**src/rtl/muldiv_unit_pkg.sv**
```systemverilog
// Shared types and constants for the iterative RV32M multiply/divide unit.
package riscv_muldiv_pkg;

    localparam int unsigned XLEN_DEF = 32;

    typedef enum logic [2:0] {
        MUL_NONE   = 3'b000,
        MUL_MUL    = 3'b001,
        MUL_MULH   = 3'b010,
        MUL_MULHSU = 3'b011,
        MUL_MULHU  = 3'b100
    } mulsel_t;

    typedef enum logic [2:0] {
        DIV_NONE = 3'b000,
        DIV_DIV  = 3'b001,
        DIV_DIVU = 3'b010,
        DIV_REM  = 3'b011,
        DIV_REMU = 3'b100
    } divsel_t;

    typedef enum logic [1:0] {
        IDLE = 2'd0,
        CALC = 2'd1,
        FIX  = 2'd2,
        DONE = 2'd3
    } md_state_t;

endpackage

```
**src/rtl/muldiv_unit_if.sv**
```systemverilog
// Decoder/hazard-side bundle of the multiply/divide unit: start strobes, operands, status, result.
interface muldiv_unit_if
    import riscv_muldiv_pkg::*;
#(
    parameter int unsigned XLEN = XLEN_DEF
) ();
    logic            start_mul;
    logic            start_div;
    logic [2:0]      mulsel;
    logic [2:0]      divsel;
    logic [XLEN-1:0] a;
    logic [XLEN-1:0] b;
    logic            flush;
    logic            busy;
    logic            done;
    logic [XLEN-1:0] result;

    modport master (
        output start_mul, start_div, mulsel, divsel, a, b, flush,
        input  busy, done, result
    );

    modport slave (
        input  start_mul, start_div, mulsel, divsel, a, b, flush,
        output busy, done, result
    );
endinterface

```
**src/rtl/muldiv_unit_sign_fix.sv**
```systemverilog
// Combinational sign handling: operand magnitudes going in, negate/half-select coming out.
module muldiv_sign_fix
    import riscv_muldiv_pkg::*;
#(
    parameter int unsigned XLEN = XLEN_DEF
) (
    input  logic              is_mul_i,
    input  logic [2:0]        sel_i,
    input  logic [XLEN-1:0]   a_i,
    input  logic [XLEN-1:0]   b_i,
    output logic [XLEN-1:0]   a_mag_o,
    output logic [XLEN-1:0]   b_mag_o,
    input  logic [2*XLEN-1:0] prod_i,
    input  logic [XLEN-1:0]   quo_i,
    input  logic [XLEN-1:0]   rem_i,
    input  logic              div0_i,
    output logic [XLEN-1:0]   res_o
);
    logic              a_signed, b_signed, a_neg, b_neg, is_rem;
    logic [2*XLEN-1:0] prod_s;
    logic [XLEN-1:0]   quo_s, rem_s;

    always_comb begin
        a_signed = 1'b0;
        b_signed = 1'b0;
        if (is_mul_i) begin
            a_signed = (sel_i == MUL_MUL) || (sel_i == MUL_MULH) || (sel_i == MUL_MULHSU);
            b_signed = (sel_i == MUL_MUL) || (sel_i == MUL_MULH);
        end else begin
            a_signed = (sel_i == DIV_DIV) || (sel_i == DIV_REM);
            b_signed = a_signed;
        end
    end

    assign a_neg   = a_signed & a_i[XLEN-1];
    assign b_neg   = b_signed & b_i[XLEN-1];
    assign a_mag_o = a_neg ? -a_i : a_i;
    assign b_mag_o = b_neg ? -b_i : b_i;

    // Remainder follows the dividend's sign; quotient/product follow sign(a)^sign(b).
    assign prod_s = (a_neg ^ b_neg) ? -prod_i : prod_i;
    assign quo_s  = (a_neg ^ b_neg) ? -quo_i : quo_i;
    assign rem_s  = a_neg ? -rem_i : rem_i;
    assign is_rem = (sel_i == DIV_REM) || (sel_i == DIV_REMU);

    always_comb begin
        res_o = '0;
        if (is_mul_i) begin
            res_o = (sel_i == MUL_MUL) ? prod_s[XLEN-1:0] : prod_s[2*XLEN-1:XLEN];
        end else if (div0_i) begin
            res_o = is_rem ? a_i : '1;
        end else begin
            res_o = is_rem ? rem_s : quo_s;
        end
    end
endmodule

```
**src/rtl/muldiv_unit.sv**
```systemverilog
// Iterative RV32M multiply/divide unit: radix-2 shift-add multiply and restoring divide
// sharing one accumulator; busy stalls the front of the pipeline while an op is in flight.
module muldiv_unit
    import riscv_muldiv_pkg::*;
#(
    parameter int unsigned XLEN = XLEN_DEF
) (
    input  logic         clk,
    input  logic         Rst,
    muldiv_unit_if.slave bus
);
    localparam int unsigned CW = $clog2(XLEN);
    localparam int unsigned AW = 2 * XLEN + 1;

    md_state_t       state_q, state_d;
    logic [AW-1:0]   acc_q, acc_d;
    logic [CW-1:0]   cnt_q;
    logic            is_mul_q, div0_q, done_q;
    logic [2:0]      sel_q;
    logic [XLEN-1:0] a_q, b_q, result_q;

    logic            mul_ok, div_ok, accept, load_res;
    logic            fx_is_mul;
    logic [2:0]      op_sel, fx_sel;
    logic [XLEN-1:0] fx_a, fx_b, a_mag, b_mag, fix_res;
    logic [XLEN:0]   mul_sum, div_rs, div_diff;
    logic [AW-1:0]   mul_next, div_next;

    assign mul_ok = bus.start_mul && (bus.mulsel != 3'b000);
    assign div_ok = bus.start_div && (bus.divsel != 3'b000);
    assign accept = (state_q == IDLE) && !bus.flush && (mul_ok || div_ok);
    assign op_sel = mul_ok ? bus.mulsel : bus.divsel;

    // While idle the sign unit looks at the incoming operands so magnitudes can seed the accumulator.
    assign fx_is_mul = (state_q == IDLE) ? mul_ok : is_mul_q;
    assign fx_sel    = (state_q == IDLE) ? op_sel : sel_q;
    assign fx_a      = (state_q == IDLE) ? bus.a  : a_q;
    assign fx_b      = (state_q == IDLE) ? bus.b  : b_q;

    muldiv_sign_fix #(.XLEN(XLEN)) u_sign_fix (
        .is_mul_i (fx_is_mul),
        .sel_i    (fx_sel),
        .a_i      (fx_a),
        .b_i      (fx_b),
        .a_mag_o  (a_mag),
        .b_mag_o  (b_mag),
        .prod_i   (acc_q[2*XLEN-1:0]),
        .quo_i    (acc_q[XLEN-1:0]),
        .rem_i    (acc_q[2*XLEN-1:XLEN]),
        .div0_i   (div0_q),
        .res_o    (fix_res)
    );

    // Multiply: {hi, multiplier} shifts right, adding the multiplicand when the lsb is set.
    assign mul_sum  = acc_q[2*XLEN:XLEN] + (acc_q[0] ? {1'b0, a_mag} : '0);
    assign mul_next = {1'b0, mul_sum, acc_q[XLEN-1:1]};

    // Divide: {rem, quotient} shifts left; a non-negative trial difference sets the quotient bit.
    assign div_rs   = acc_q[2*XLEN-1:XLEN-1];
    assign div_diff = div_rs - {1'b0, b_mag};
    assign div_next = {div_diff[XLEN] ? div_rs : div_diff, acc_q[XLEN-2:0], ~div_diff[XLEN]};

    always_comb begin
        state_d  = state_q;
        acc_d    = acc_q;
        load_res = 1'b0;
        case (state_q)
            IDLE: begin
                if (accept) begin
                    state_d = (!mul_ok && (bus.b == '0)) ? FIX : CALC;
                    acc_d   = mul_ok ? {{(XLEN+1){1'b0}}, b_mag} : {{(XLEN+1){1'b0}}, a_mag};
                end
            end
            CALC: begin
                acc_d = is_mul_q ? mul_next : div_next;
                if (cnt_q == CW'(XLEN - 1)) state_d = FIX;
            end
            FIX: begin
                state_d  = DONE;
                load_res = !bus.flush;
            end
            DONE:    state_d = IDLE;
            default: state_d = IDLE;
        endcase
        if (bus.flush && (state_q != IDLE)) state_d = IDLE;
    end

    always_ff @(posedge clk or posedge Rst) begin
        if (Rst) begin
            state_q  <= IDLE;
            acc_q    <= '0;
            cnt_q    <= '0;
            is_mul_q <= 1'b0;
            div0_q   <= 1'b0;
            done_q   <= 1'b0;
            sel_q    <= '0;
            a_q      <= '0;
            b_q      <= '0;
            result_q <= '0;
        end else begin
            state_q <= state_d;
            acc_q   <= acc_d;
            done_q  <= load_res;
            if (accept) begin
                is_mul_q <= mul_ok;
                sel_q    <= op_sel;
                a_q      <= bus.a;
                b_q      <= bus.b;
                div0_q   <= !mul_ok && (bus.b == '0);
                cnt_q    <= '0;
            end else if (state_q == CALC) begin
                cnt_q <= cnt_q + CW'(1);
            end
            if (load_res) result_q <= fix_res;
        end
    end

    assign bus.busy   = (state_q != IDLE);
    assign bus.done   = done_q;
    assign bus.result = result_q;
endmodule

```
**src/flat_wrapper.sv**
```systemverilog
// flat-port wrapper written by rule: the top's interface ports become plain ports
module muldiv_unit_flat import riscv_muldiv_pkg::*;
#(
    parameter int unsigned XLEN = XLEN_DEF
)
  (clk, Rst, bus_start_mul, bus_start_div, bus_mulsel, bus_divsel, bus_a, bus_b, bus_flush, bus_busy, bus_done, bus_result);
  muldiv_unit_if #(.XLEN(XLEN)) bus_i ();
  input  logic clk;
  input  logic Rst;
  input wire logic [$bits(bus_i.start_mul)-1:0] bus_start_mul;
  input wire logic [$bits(bus_i.start_div)-1:0] bus_start_div;
  input wire logic [$bits(bus_i.mulsel)-1:0] bus_mulsel;
  input wire logic [$bits(bus_i.divsel)-1:0] bus_divsel;
  input wire logic [$bits(bus_i.a)-1:0] bus_a;
  input wire logic [$bits(bus_i.b)-1:0] bus_b;
  input wire logic [$bits(bus_i.flush)-1:0] bus_flush;
  output wire logic [$bits(bus_i.busy)-1:0] bus_busy;
  output wire logic [$bits(bus_i.done)-1:0] bus_done;
  output wire logic [$bits(bus_i.result)-1:0] bus_result;
  assign bus_i.start_mul = bus_start_mul;
  assign bus_i.start_div = bus_start_div;
  assign bus_i.mulsel = bus_mulsel;
  assign bus_i.divsel = bus_divsel;
  assign bus_i.a = bus_a;
  assign bus_i.b = bus_b;
  assign bus_i.flush = bus_flush;
  assign bus_busy = bus_i.busy;
  assign bus_done = bus_i.done;
  assign bus_result = bus_i.result;
  muldiv_unit #(.XLEN(XLEN)) u_core (.clk(clk), .Rst(Rst), .bus(bus_i));
endmodule
```
**config.mk**
```make
export PLATFORM = sky130hd
export DESIGN_NAME = muldiv_unit_flat
export DESIGN_NICKNAME = d
export VERILOG_FILES = /design/src/rtl/muldiv_unit_pkg.sv /design/src/rtl/muldiv_unit_if.sv /design/src/rtl/muldiv_unit_sign_fix.sv /design/src/rtl/muldiv_unit.sv /design/src/flat_wrapper.sv
export SDC_FILE = /design/constraint.sdc
export NUM_CORES = 1
export LEC_CHECK = 0
export ABC_CLOCK_PERIOD_IN_PS = 15900
export CAP_MARGIN = 15
export CORE_UTILIZATION = 45
export DETAILED_ROUTE_END_ITERATION = 16
export SETUP_SLACK_MARGIN = 0.4
export SLEW_MARGIN = 20
export SYNTH_ARGS = -nofsm -noshare
export SYNTH_HDL_FRONTEND = slang
export SYNTH_SLANG_ARGS = --single-unit
export TNS_END_PERCENT = 100
```
**constraint.sdc**
```tcl
create_clock -name clk -period 15.9 [get_ports clk]
set_clock_uncertainty 0.2 [all_clocks]
set_input_delay 3.18 -clock clk [delete_from_list [all_inputs] [get_ports clk]]
set_output_delay 3.18 -clock clk [all_outputs]
set_load 0.005 [all_outputs]
```
==> qor.csv <==
metric,value,unit
status,finished clean,
clk_lat worst skew,0.46,ns
R2R Path End,u_core.acc_q[56]$_DFFE_PP0P_,
pin count of the biggest net entering global routing,79,
DR iter-0 viols,1497,
clock sink count,174,
CTS Hold Buffers Added,0,
design area,18900,µm²
final setup violating endpoints,0,
vias in the first global route,15019,
Via density,6.21,
Min-Delay Path Depth,2,
area of the multi-input gates,12000,µm²
Final min period,9.66,ns
share of post-route cells with drive strength above 1,0.0992,
"Async S/R FF share, synth",1.00,
Wirelength per Cell,23.4,µm
fill cell count,3582,
HP Class,flop to flop,
dpl cells,2549,
number of CTS-inserted buffers,17,
sequential standard cell area,4360,µm²
kind of critical path,primary input to flop,
Final Hold Fails,0,
# diodes,0,
post-DP HPWL,46.4,mm
Yosys cell types,94,
Ys Warns,0,
Power Dens Cells,255,nW/µm²
Flop pwr share,0.189,
worst r2r src,u_core.state_q[0]$_DFFE_PP0P_,
CP Capture Type,flop,
worst-margin pin slew,1.21,ns
remaining global-route overflow,0,
Comb power frac,0.725,
global-route wire length before repair,92.5,mm
Ports,109,
CP max FO,28,
total number of vias,16030,
P_sw,2.62,mW
post-route setup TNS,0,ns
Worst path max stage delay,0.80,ns
switch share,0.541,
maxcap violations,0,
syn avg cell area,8.32,µm²
DRT Wirelength,60.3,mm
port buffer count,108,
post-synthesis sequential area ratio,0.255,
Synth Instances,2050,
path depth of the worst reg2reg path,26,
DIE HEIGHT,197,µm
internal power,2.22,mW
share of the synthesized area in the top cell type,0.255,
"non-filler cells, final",2580,
Post-synth top cells,"nor2_1 (184), a21oi_1 (183), nand2_1 (175)",
dominant synthesized flop cell,dfrtp_1,
leakage,7.79,nW
initial core utilization,0.461,
slowest CP cell,clkdlybuf4s50_1,
RSZ-0062 raised after global routing,false,
TritonCTS clock tree,yes,
ranking of synthesized cells by area,"dfrtp_1 (26%), xnor2_1 (5.8%), mux2i_1 (5.7%)",
residual DRC count,0,
Slew Limit Fails,0,
CTS H-tree depth,4,
# rows,70,
crit path DAT,9.78,ns
Die ar.,38700,µm²
"FF+latch count, synth",174,
period utilization,0.607,
dpl cell area,18400,µm²
"CTS clk-pin slew, worst paths",0.07,ns
min-delay src,u_core.bus.result[17]$_DFFE_PP0P_,
post-CTS setup buffers,0,
synthesis-to-finish area growth,11.0,%
post-synth design cell area,17100,µm²
Worst EP required,16.03,ns
Die W,197,µm
initial antenna violation count,0,
total power,4.84,mW
relative max-transition margin,0.191,
Longest Clk Path Bufs,2,
syn nets,2202,
GP Congestion,0.962,
area of the core,37000,µm²
fraction of power consumed by the clock network,0.087,
Fmax,104,MHz
FF-to-FF setup slack,7.83,ns
Post-synth EDFFs,0,
Yosys top cell by area,dfrtp_1,
worst-path cell chain,"clkdlybuf4s50_1, o21ai_1, a221oi_4, or3_1, nand2_1, or3_1, nor2_1, xor2_1, ha_1, a211oi_1, o211ai_1, nand3_1, nand3_1, and3_1, nor2_1, o21ai_0, nand3_1, nand2_1, ha_1, buf_4, inv_1, nor2_1, a221oi_1, o21ai_0",
worst hold endpoint,u_core.bus.result[17]$_DFFE_PP0P_,
worst vdd ir,0.134,mV
gr usage total,0.316,
first drt pass iteration count,5,
root buf cell,clkbuf_16,
hold slack,0.291,ns
Final ANT Viol Nets,0,
CP startpoint kind,primary input,
nets@finish,2216,
"count leader, synth",nor2_1,
"Gates resized, CTS repair",0,
## power by group through the flow
| stage | sequential [mW] | clock [mW] | combinational [mW] |
|---|---|---|---|
| 2_1_floorplan | 0.781 | 0 | 2.60 |
| 3_3_place_gp | 0.904 | 0 | 3.38 |
| 3_5_place_dp | 0.912 | 0 | 3.41 |
| 4_1_cts | 0.902 | 0.425 | 3.43 |
| 5_1_grt | 0.940 | 0.441 | 3.80 |
| 6_report | 0.912 | 0.420 | 3.51 |
## registers in the layout (all words and copies together) (netlist names)
| register | cells |
|---|---|
| u_core.acc_q | 65 |
| u_core.a_q | 32 |
| u_core.b_q | 32 |
| u_core.bus.result | 32 |
| u_core.cnt_q | 5 |
| u_core.sel_q | 3 |
| u_core.state_q | 2 |
| u_core.bus.done | 1 |
| u_core.div0_q | 1 |
| u_core.is_mul_q | 1 |
## final cells by class
class,instances,area share
clock buffer,19,0.0229
clock inverter,12,0.00588
inverter,36,0.00740
multi-input combinational,1700,0.633
sequential,174,0.230
tap,504,0.0333
timing repair buffer,135,0.0678
## worst max-delay path by stage
stage                       start                            to  cells past startpoint
floorplan           bus_start_mul  u_core.acc_q[61]$_DFFE_PP0P_                     25
finish              bus_start_mul  u_core.acc_q[56]$_DFFE_PP0P_                     24
global placement    bus_start_mul  u_core.acc_q[56]$_DFFE_PP0P_                     24
CTS                 bus_start_mul  u_core.acc_q[56]$_DFFE_PP0P_                     24
detailed placement  bus_start_mul  u_core.acc_q[56]$_DFFE_PP0P_                     24
global route        bus_start_mul  u_core.acc_q[58]$_DFFE_PP0P_                     24
## critical path: cells and delay by family
kind | cells | cell delay (ns)
fa+ha+maj | 2 | 0.61
xor+xnor | 1 | 0.26
buf+inv | 3 | 1.60
compound gates | 7 | 1.92
simple gates | 11 | 2.19
## logic make-up after synthesis
kind of cell	Yosys count	synth area share
AOI/OAI and AO/OA	617	0.239
xor gates and xnor gates	202	0.104
adders and majority gates	77	0.0574
buffers and inverters	176	0.0448
DFF	174	0.255
muxes	182	0.116
and+or+nand+nor	622	0.184
## placed cells by master, fill, tap and decap left out, drive strengths merged, types with 41 or more instances in the layout
cell type	instances
nor2	187
a21oi	183
nand2	177
dfrtp	174
o21ai	154
xnor2	113
clkdlybuf4s50	108
mux2i	105
xor2	89
mux2	77
ha	75
nor3	59
inv	41
## routing by layer
metal	global-route usage	part of all wire	vias to the layer above	wire length, µm
li1	-	-	7526	-
met5	0	0	-	0
met1	0.472	0.47	7743	28600
met3	0.0616	0.090	63	5440
met4	0.0810	0.019	0	1150
met2	0.460	0.42	698	25100
## metrics by stage
step | util | setup slack (ns)
2_1_floorplan | - | 7.73
5_1_grt | 0.512 | 5.86
4_1_cts | 0.512 | 6.41
3_5_place_dp | 0.498 | 5.97
3_3_place_gp | 0.498 | 6.15
6_report | 0.512 | 6.24
Power figures use the tool's default switching activity.
